<file path="src/rtl/amiga_clk_altera.sv">
// amiga_clk_altera: NCO-based stand-in for the Amiga clock PLL (c0 SDRAM ctrl, c1 chipset, c2 SDRAM pin).
// Define AMIGA_CLK_CE_OUT_EN to add c0_ce/c1_ce/c2_ce rising-edge pulse outputs.
module amiga_clk_altera #(
    parameter int unsigned      ACC_W       = 32,
    parameter logic [ACC_W-1:0] C0_INC      = 32'h4000_0000,
    parameter logic [ACC_W-1:0] C1_INC      = 32'h1000_0000,
    parameter logic [ACC_W-1:0] C2_PHASE    = 32'h9800_0000,
    parameter int unsigned      LOCK_CYCLES = 16
) (
    input  logic inclk0,
    input  logic areset,
    output logic c0,
    output logic c1,
    output logic c2,
`ifdef AMIGA_CLK_CE_OUT_EN
    output logic c0_ce,
    output logic c1_ce,
    output logic c2_ce,
`endif
    output logic locked
);

    localparam int unsigned      CNT_W     = (LOCK_CYCLES > 1) ? $clog2(LOCK_CYCLES) : 1;
    localparam logic [CNT_W-1:0] LOCK_LAST = CNT_W'(LOCK_CYCLES - 1);

    if (ACC_W < 8) begin : g_bad_acc_w
        $error("amiga_clk_altera: ACC_W must be at least 8");
    end
    if (LOCK_CYCLES < 1) begin : g_bad_lock
        $error("amiga_clk_altera: LOCK_CYCLES must be at least 1");
    end

    typedef enum logic {
        ST_ACQUIRE,
        ST_LOCKED
    } state_t;

    state_t             state_q, state_d;
    logic [CNT_W-1:0]   cnt_q,   cnt_d;
    logic [ACC_W-1:0]   acc0_q,  acc0_d;
    logic [ACC_W-1:0]   acc1_q,  acc1_d;
    logic [ACC_W-1:0]   acc2_q,  acc2_d;

    // acc2 is kept as its own register equal to acc0 + C2_PHASE so that c2 needs
    // no adder after the flops; it advances by C0_INC in lockstep with acc0.
    always_comb begin
        state_d = state_q;
        cnt_d   = cnt_q;
        acc0_d  = acc0_q;
        acc1_d  = acc1_q;
        acc2_d  = acc2_q;
        unique case (state_q)
            ST_ACQUIRE: begin
                acc0_d = '0;
                acc1_d = '0;
                acc2_d = C2_PHASE;
                if (cnt_q == LOCK_LAST) begin
                    state_d = ST_LOCKED;
                end else begin
                    cnt_d = cnt_q + 1'b1;
                end
            end
            ST_LOCKED: begin
                acc0_d = acc0_q + C0_INC;
                acc1_d = acc1_q + C1_INC;
                acc2_d = acc2_q + C0_INC;
            end
            default: begin
                state_d = ST_ACQUIRE;
            end
        endcase
    end

    always_ff @(posedge inclk0) begin
        if (areset) begin
            state_q <= ST_ACQUIRE;
            cnt_q   <= '0;
            acc0_q  <= '0;
            acc1_q  <= '0;
            acc2_q  <= C2_PHASE;
        end else begin
            state_q <= state_d;
            cnt_q   <= cnt_d;
            acc0_q  <= acc0_d;
            acc1_q  <= acc1_d;
            acc2_q  <= acc2_d;
        end
    end

    always_comb begin
        locked = (state_q == ST_LOCKED);
        c0     = locked & acc0_q[ACC_W-1];
        c1     = locked & acc1_q[ACC_W-1];
        c2     = locked & acc2_q[ACC_W-1];
    end

`ifdef AMIGA_CLK_CE_OUT_EN
    logic [2:0] ce_q, ce_d;

    // Pulse is computed from next-state values so it lands in the same cycle the output first reads 1.
    always_comb begin
        ce_d = '0;
        if (state_d == ST_LOCKED) begin
            ce_d[0] = acc0_d[ACC_W-1] & ~c0;
            ce_d[1] = acc1_d[ACC_W-1] & ~c1;
            ce_d[2] = acc2_d[ACC_W-1] & ~c2;
        end
    end

    always_ff @(posedge inclk0) begin
        if (areset) begin
            ce_q <= '0;
        end else begin
            ce_q <= ce_d;
        end
    end

    always_comb begin
        c0_ce = ce_q[0];
        c1_ce = ce_q[1];
        c2_ce = ce_q[2];
    end
`endif

endmodule

</file>
<file path="config.mk">
export PLATFORM = sky130hd
export DESIGN_NAME = amiga_clk_altera
export DESIGN_NICKNAME = d
export VERILOG_FILES = /design/src/rtl/amiga_clk_altera.sv
export SDC_FILE = /design/constraint.sdc
export NUM_CORES = 1
export LEC_CHECK = 0
export CORE_AREA = 2 2 39 41
export CTS_CLUSTER_DIAMETER = 80
export CTS_CLUSTER_SIZE = 14
export DETAILED_ROUTE_END_ITERATION = 10
export DIE_AREA = 0 0 41 43
export GPL_TIMING_DRIVEN = 0
export HOLD_SLACK_MARGIN = 0.06
export MAX_ROUTING_LAYER = met4
export PLACE_DENSITY = 0.56
export SLEW_MARGIN = 20
export SYNTH_ARGS = -nofsm -noshare
export SYNTH_HDL_FRONTEND = slang
export SYNTH_SLANG_ARGS = --single-unit
export TNS_END_PERCENT = 1
</file>
<file path="constraint.sdc">
create_clock -name inclk0 -period 2.9 [get_ports inclk0]
set_clock_uncertainty 0.15 [all_clocks]
set_input_delay 0.58 -clock inclk0 [delete_from_list [all_inputs] [get_ports inclk0]]
set_output_delay 0.58 -clock inclk0 [all_outputs]
set_load 0.02 [all_outputs]
</file>
==> flow_summary_export.csv, run 1 <==
group,metric,value,unit
outcome,status,"complete, no violations",
sta,rsz0062_at_grt,"false",
critical_path,crit_path_top_delay_cell,"clkdlybuf4s50_1",
critical_path,required,2170,ps
critical_path,reg2reg_from,"cnt_q[0]",
final_layout,drive_above_1_share,0.140,
grt,antenna_found_initial,0,
clock_network,cts_made_buffers,3,
clock_network,cts_hold_buf,0,
worst_hold_path,holdPathStages,1,
critical_path,crit_chain,"and2_2 -> clkdlybuf4s50_1",
floorplan,coreArea,1380,sq um
drt,totalWireLength,678,microns
grt,grt_pass1_wl,1.24,mm
critical_path,path_max_fanout,9,
grt,grt_max_degree,10,
final_layout,antenna_cells,0,
pwr,ir_drop,282,uV
worst_hold_path,hold_end,"acc2_q[30]",
synth,ys_ff_latch,13,
clock_network,cts_buffer_depth,2,
drt,dr.pass1.iters,4,
pwr,power.density,524,nW/um^2
floorplan,die_x,41,microns
clock_network,insertion_delay,270,ps
grt,grt_pass1_vias,295,
final_layout,fillers,150,
sta,min_period_over_period,0.780,
final_layout,final_nets,62,
sta,slew_violations,0,
clock_network,htree_levels,1,
clock_network,path_clk_slew,80,ps
drt,vias,321,
sta,fmax,442,MHz
synth,yosys_warnings,0,
critical_path,arrival,1530,ps
sta,setup_tns,0,ps
synth,synth_area,487,sq um
job,maxCapViolCount,0,
final_layout,fin_cells,73,
clock_network,clockRootBuffer,"clkbuf_4",
clock_network,cts_tree,"done",
floorplan,start_util,0.352,
synth,ys_types,17,
synth,synth_cells,48,
synth,syn_area_per_cell,10.1,sq um
drt,drt_iter0_drc,7,
synth,ys_seq_area_frac,0.535,
drt,drc,0,
drt,routedWlPerCell,9.29,microns
placed_design,hpwl,470,microns
placed_design,dp.cells,69,
floorplan,row_count,14,
drt,ant_nets,0,
synth,synth_nets,52,
floorplan,ios,6,
critical_path,rrSetupSlack,1490,ps
sta,setup_viol,0,
placed_design,place.gp.congestion,0.686,
clock_network,postCtsSetupBuffers,0,
grt,overflow,0,
critical_path,max_stage_delay,590,ps
worst_hold_path,worstHoldStart,"acc2_q[30]",
sta,final-hold-violation-count,0,
critical_path,r2r-end,"cnt_q[1]",
sta,relSlewSlack,0.815,
final_layout,layout_commonest_cell,"dfxtp_1",
pwr,power.total,305,uW
final_layout,final_util,0.421,
critical_path,critPathLaunchType,"flip-flop",
floorplan,dieArea,1760,sq um
final_layout,syn_to_final_growth,19.8,%
critical_path,cp-end-kind,"output port",
sta,finalCriticalPeriod,2260,ps
pwr,leakage,0.000221,uW
sta,tightest_slew,277,ps
drt,viasPerCell,4.40,
critical_path,ff2ff_path_depth,4,
grt,grt_usage,0.112,
clock_network,clock-sinks,13,
placed_design,io_buffers,5,
final_layout,final_cell_mix,"13 x dfxtp_1, 10 x nor2_1, 5 x clkdlybuf4s50_1",
critical_path,path_class,"reg -> out",
worst_hold_path,hold_class,"reg -> reg",
clock_network,ctsResizeCount,0,
floorplan,dieHeight,43,microns
-- per-layer routing --
metal | part of all wire | up-vias | global-route usage | routed length, microns
met2 | 0.38 | 9 | 0.128 | 256
met3 | 0.059 | 2 | 0.0314 | 40
met5 | 0 | - | - | 0
li1 | - | 173 | - | -
met4 | 0.021 | 0 | 0.100 | 14
met1 | 0.54 | 137 | 0.151 | 365
-- cell usage after synthesis --
| library cell | n | area [sq um] |
|---|---|---|
| xnor2_1 | 4 | 35.0 |
| nor4bb_1 | 1 | 10.0 |
| and2_2 | 3 | 22.5 |
| buf_2 | 1 | 5.00 |
| inv_1 | 3 | 11.3 |
| dfxtp_1 | 13 | 260 |
| nor3_1 | 2 | 10.0 |
| mux2i_1 | 1 | 10.0 |
| nor2_1 | 10 | 37.5 |
| a21oi_1 | 1 | 5.00 |
| nand3_1 | 1 | 5.00 |
| nand4b_1 | 1 | 8.76 |
| nand2b_1 | 2 | 12.5 |
| a31oi_2 | 1 | 12.5 |
| xor2_1 | 1 | 8.76 |
| ha_1 | 2 | 25.0 |
| a211oi_1 | 1 | 7.51 |
-- cell type report --
cell class	instances	area [sq um]	area share
inverter	3	11.3	0.0193
timing repair buffer	5	50.0	0.0858
sequential	13	260	0.446
multi-input combinational	31	210	0.361
clock buffer	4	26.3	0.0451
buffer	1	5.00	0.00858
tap	16	20.0	0.0343
-- report_power, final --
group	internal (uW)	total, uW	switching, uW
clock	53.2	110	56.6
combinational	5.68	10.3	4.60
sequential	182	185	3.26
-- state kept, by name, indices dropped and copies added, names as in the netlist --
register  count
acc1_q        4
cnt_q         4
acc0_q        2
acc2_q        2
locked        1
-- worst max-delay path by stage --
stage                 from  to  slack [ps]
floorplan           locked  c0        1390
global placement    locked  c0         910
detailed placement  locked  c0         910
CTS                 locked  c0         600
global route        locked  c2         500
finish              locked  c1         640
-- worst max-delay path, delay by kind of cell (launching register included) --
kind	cells	cell delay, ps
buffers and inverters	1	590
and+or+nand+nor	1	190
DFF	1	480
-- per-stage QoR --
step                setup WS [ps]  cell area (sq um)  hold slack (ps)
floorplan                    1390                487              263
global placement              915                557              274
detailed placement            911                557              277
CTS                           604                583              289
global route                  501                583              308
finish                        637                583              286
-- cells by family after synthesis --
logic type,Yosys count,share of synthesized area
AO/OA/AOI/OAI,3,0.0514
multiplexers,1,0.0206
XOR/XNOR,5,0.0900
adder cells (fa/ha/maj),2,0.0514
flip-flops,13,0.535
buffers and inverters,4,0.0334
AND/OR/NAND/NOR,20,0.219
Power figures use the tool's default switching activity.
==> run 2, diff against run 1 <==
Settings changed: PLACE_DENSITY 0.56 to 0.58.
Clock period 2.9 ns to 1.8 ns, I/O delays scaled along.
==> flow_summary_export.csv, run 2 (synthesized netlist as in run 1, its figures left out) <==
group,metric,value,unit
critical_path,ff2ff_path_depth,4,
floorplan,die_x,41,microns
floorplan,row_count,14,
drt,ant_nets,0,
pwr,power.density,849,nW/um^2
placed_design,hpwl,491,microns
final_layout,layout_commonest_cell,"dfxtp_1",
critical_path,critPathLaunchType,"flip-flop",
worst_hold_path,hold_end,"acc0_q[30]",
critical_path,r2r-end,"cnt_q[1]",
grt,grt_max_degree,10,
clock_network,clockRootBuffer,"clkbuf_4",
placed_design,place.gp.congestion,0.626,
final_layout,fin_area,579,sq um
clock_network,clock-sinks,13,
sta,setup_viol,0,
clock_network,path_clk_slew,80,ps
placed_design,io_buffers,5,
drt,viasPerCell,4.40,
clock_network,htree_levels,1,
grt,antenna_found_initial,0,
critical_path,crit_chain,"and2_2 -> dlygate4sd2_1",
drt,routedWlPerCell,9.58,microns
placed_design,placed_cell_area,557,sq um
critical_path,max_stage_delay,410,ps
outcome,status,"complete, no violations",
grt,grt_usage,0.111,
drt,vias,321,
floorplan,dieHeight,43,microns
pwr,leakage,0.000241,uW
floorplan,dieArea,1760,sq um
clock_network,cts_hold_buf,0,
clock_network,insertion_delay,270,ps
job,maxCapViolCount,0,
drt,dr.pass1.iters,4,
critical_path,required,1290,ps
critical_path,cp-end-kind,"output port",
critical_path,crit_path_top_delay_cell,"dfxtp_2",
worst_hold_path,holdPathStages,1,
critical_path,rrSetupSlack,400,ps
floorplan,start_util,0.352,
sta,relSlewSlack,0.844,
sta,min_period_over_period,0.929,
sta,fmax,598,MHz
final_layout,antenna_cells,0,
final_layout,syn_to_final_growth,19.0,%
clock_network,postCtsSetupBuffers,0,
critical_path,path_class,"reg -> out",
sta,final-hold-violation-count,0,
floorplan,coreArea,1380,sq um
final_layout,drive_above_1_share,0.158,
final_layout,final_cell_mix,"12 x dfxtp_1, 10 x nor2_1, 4 x xnor2_1, 4 x dlygate4sd2_1",
critical_path,path_max_fanout,9,
clock_network,cts_made_buffers,3,
final_layout,reg_top3,"acc1_q x4, cnt_q x4",
worst_hold_path,worstHoldStart,"acc0_q[30]",
clock_network,cts_tree,"done",
sta,tightest_slew,230,ps
drt,drc,0,
sta,rsz0062_at_grt,"false",
final_layout,fillers,143,
grt,overflow,0,
sta,finalCriticalPeriod,1670,ps
clock_network,cts_buffer_depth,2,
drt,drt_iter0_drc,3,
worst_hold_path,hold_class,"reg -> reg",
floorplan,ios,6,
drt,totalWireLength,699,microns
sta,setup_tns,0,ps
grt,grt_pass1_wl,1.24,mm
sta,slew_violations,0,
grt,grt_pass1_vias,302,
final_layout,final_nets,62,
critical_path,reg2reg_from,"cnt_q[0]",
pwr,ir_drop,380,uV
critical_path,arrival,1160,ps
-- run 2: changes by cell type in the layout (fill, tap and decap cells not counted) --
cell and change:
dfxtp_2 +1, dfxtp_1 -1, dlygate4sd2_1 +4, clkdlybuf4s50_1 -4
-- run 2: power by group --
part / switching (uW) / internal (uW) / total [uW]
sequential: 5.12 / 293 / 298
combinational: 7.42 / 9.09 / 16.5
clock: 91.4 / 85.7 / 177
total: 104 / 388 / 492
-- run 2: worst max-delay path, delay by kind of cell, from the launching register on --
family,cells,cell delay (ps)
and+or+nand+nor,1,160
buffers and inverters,1,320
DFF,1,410
-- run 2: through the flow --
| step | utilization | instances | power (uW) | setup WS, ps | hold WS, ps |
|---|---|---|---|---|---|
| final | 0.419 | 73 | 492 | 127 | 287 |
| after global routing | 0.419 | 73 | 515 | 60.9 | 304 |
| after CTS | 0.419 | 73 | 501 | 103 | 287 |
| after detailed placement | 0.402 | 69 | 322 | 27.7 | 276 |
| after global placement | 0.402 | 69 | 321 | 23.7 | 271 |
| after floorplan | - | 48 | 315 | 495 | 263 |
-- run 2: worst max path at each step --
stage,from,end,cells past startpoint
after floorplan,cnt_q[0],cnt_q[1],4
after global placement,locked,c0,2
after detailed placement,locked,c0,2
after CTS,locked,c0,2
after global routing,locked,c2,2
final,locked,c0,2
-- run 2: routing by layer --
layer | vias to the layer above | part of all wire | GRT usage
met3 | 2 | 0.037 | 0.0314
met1 | 140 | 0.53 | 0.150
met4 | 0 | 0.014 | 0.100
met5 | - | 0 | -
met2 | 4 | 0.42 | 0.128
li1 | 175 | - | -
-- run 2: cell type report --
type | instances | area, sq um | share of cell area
plain buffers | 1 | 5.00 | 0.00864
clock buffers | 4 | 26.3 | 0.0454
inverters | 3 | 11.3 | 0.0194
multi-input cells | 31 | 210 | 0.363
flip-flops and latches | 13 | 262 | 0.451
well taps | 16 | 20.0 | 0.0346
repair buffers | 5 | 45.0 | 0.0778
-- run 2: what timing repair did --
item / CTS / global route
endpoints found under the setup margin: 4 / 0
gates resized for setup: 5 / 0
endpoints found under the hold margin: 0 / 0
==> run 3, diff against run 2 <==
Settings changed: CTS_CLUSTER_SIZE 14 to 8.
==> results of run 3 <==
The final DEF is identical to that of run 2; final timing and power are the same.
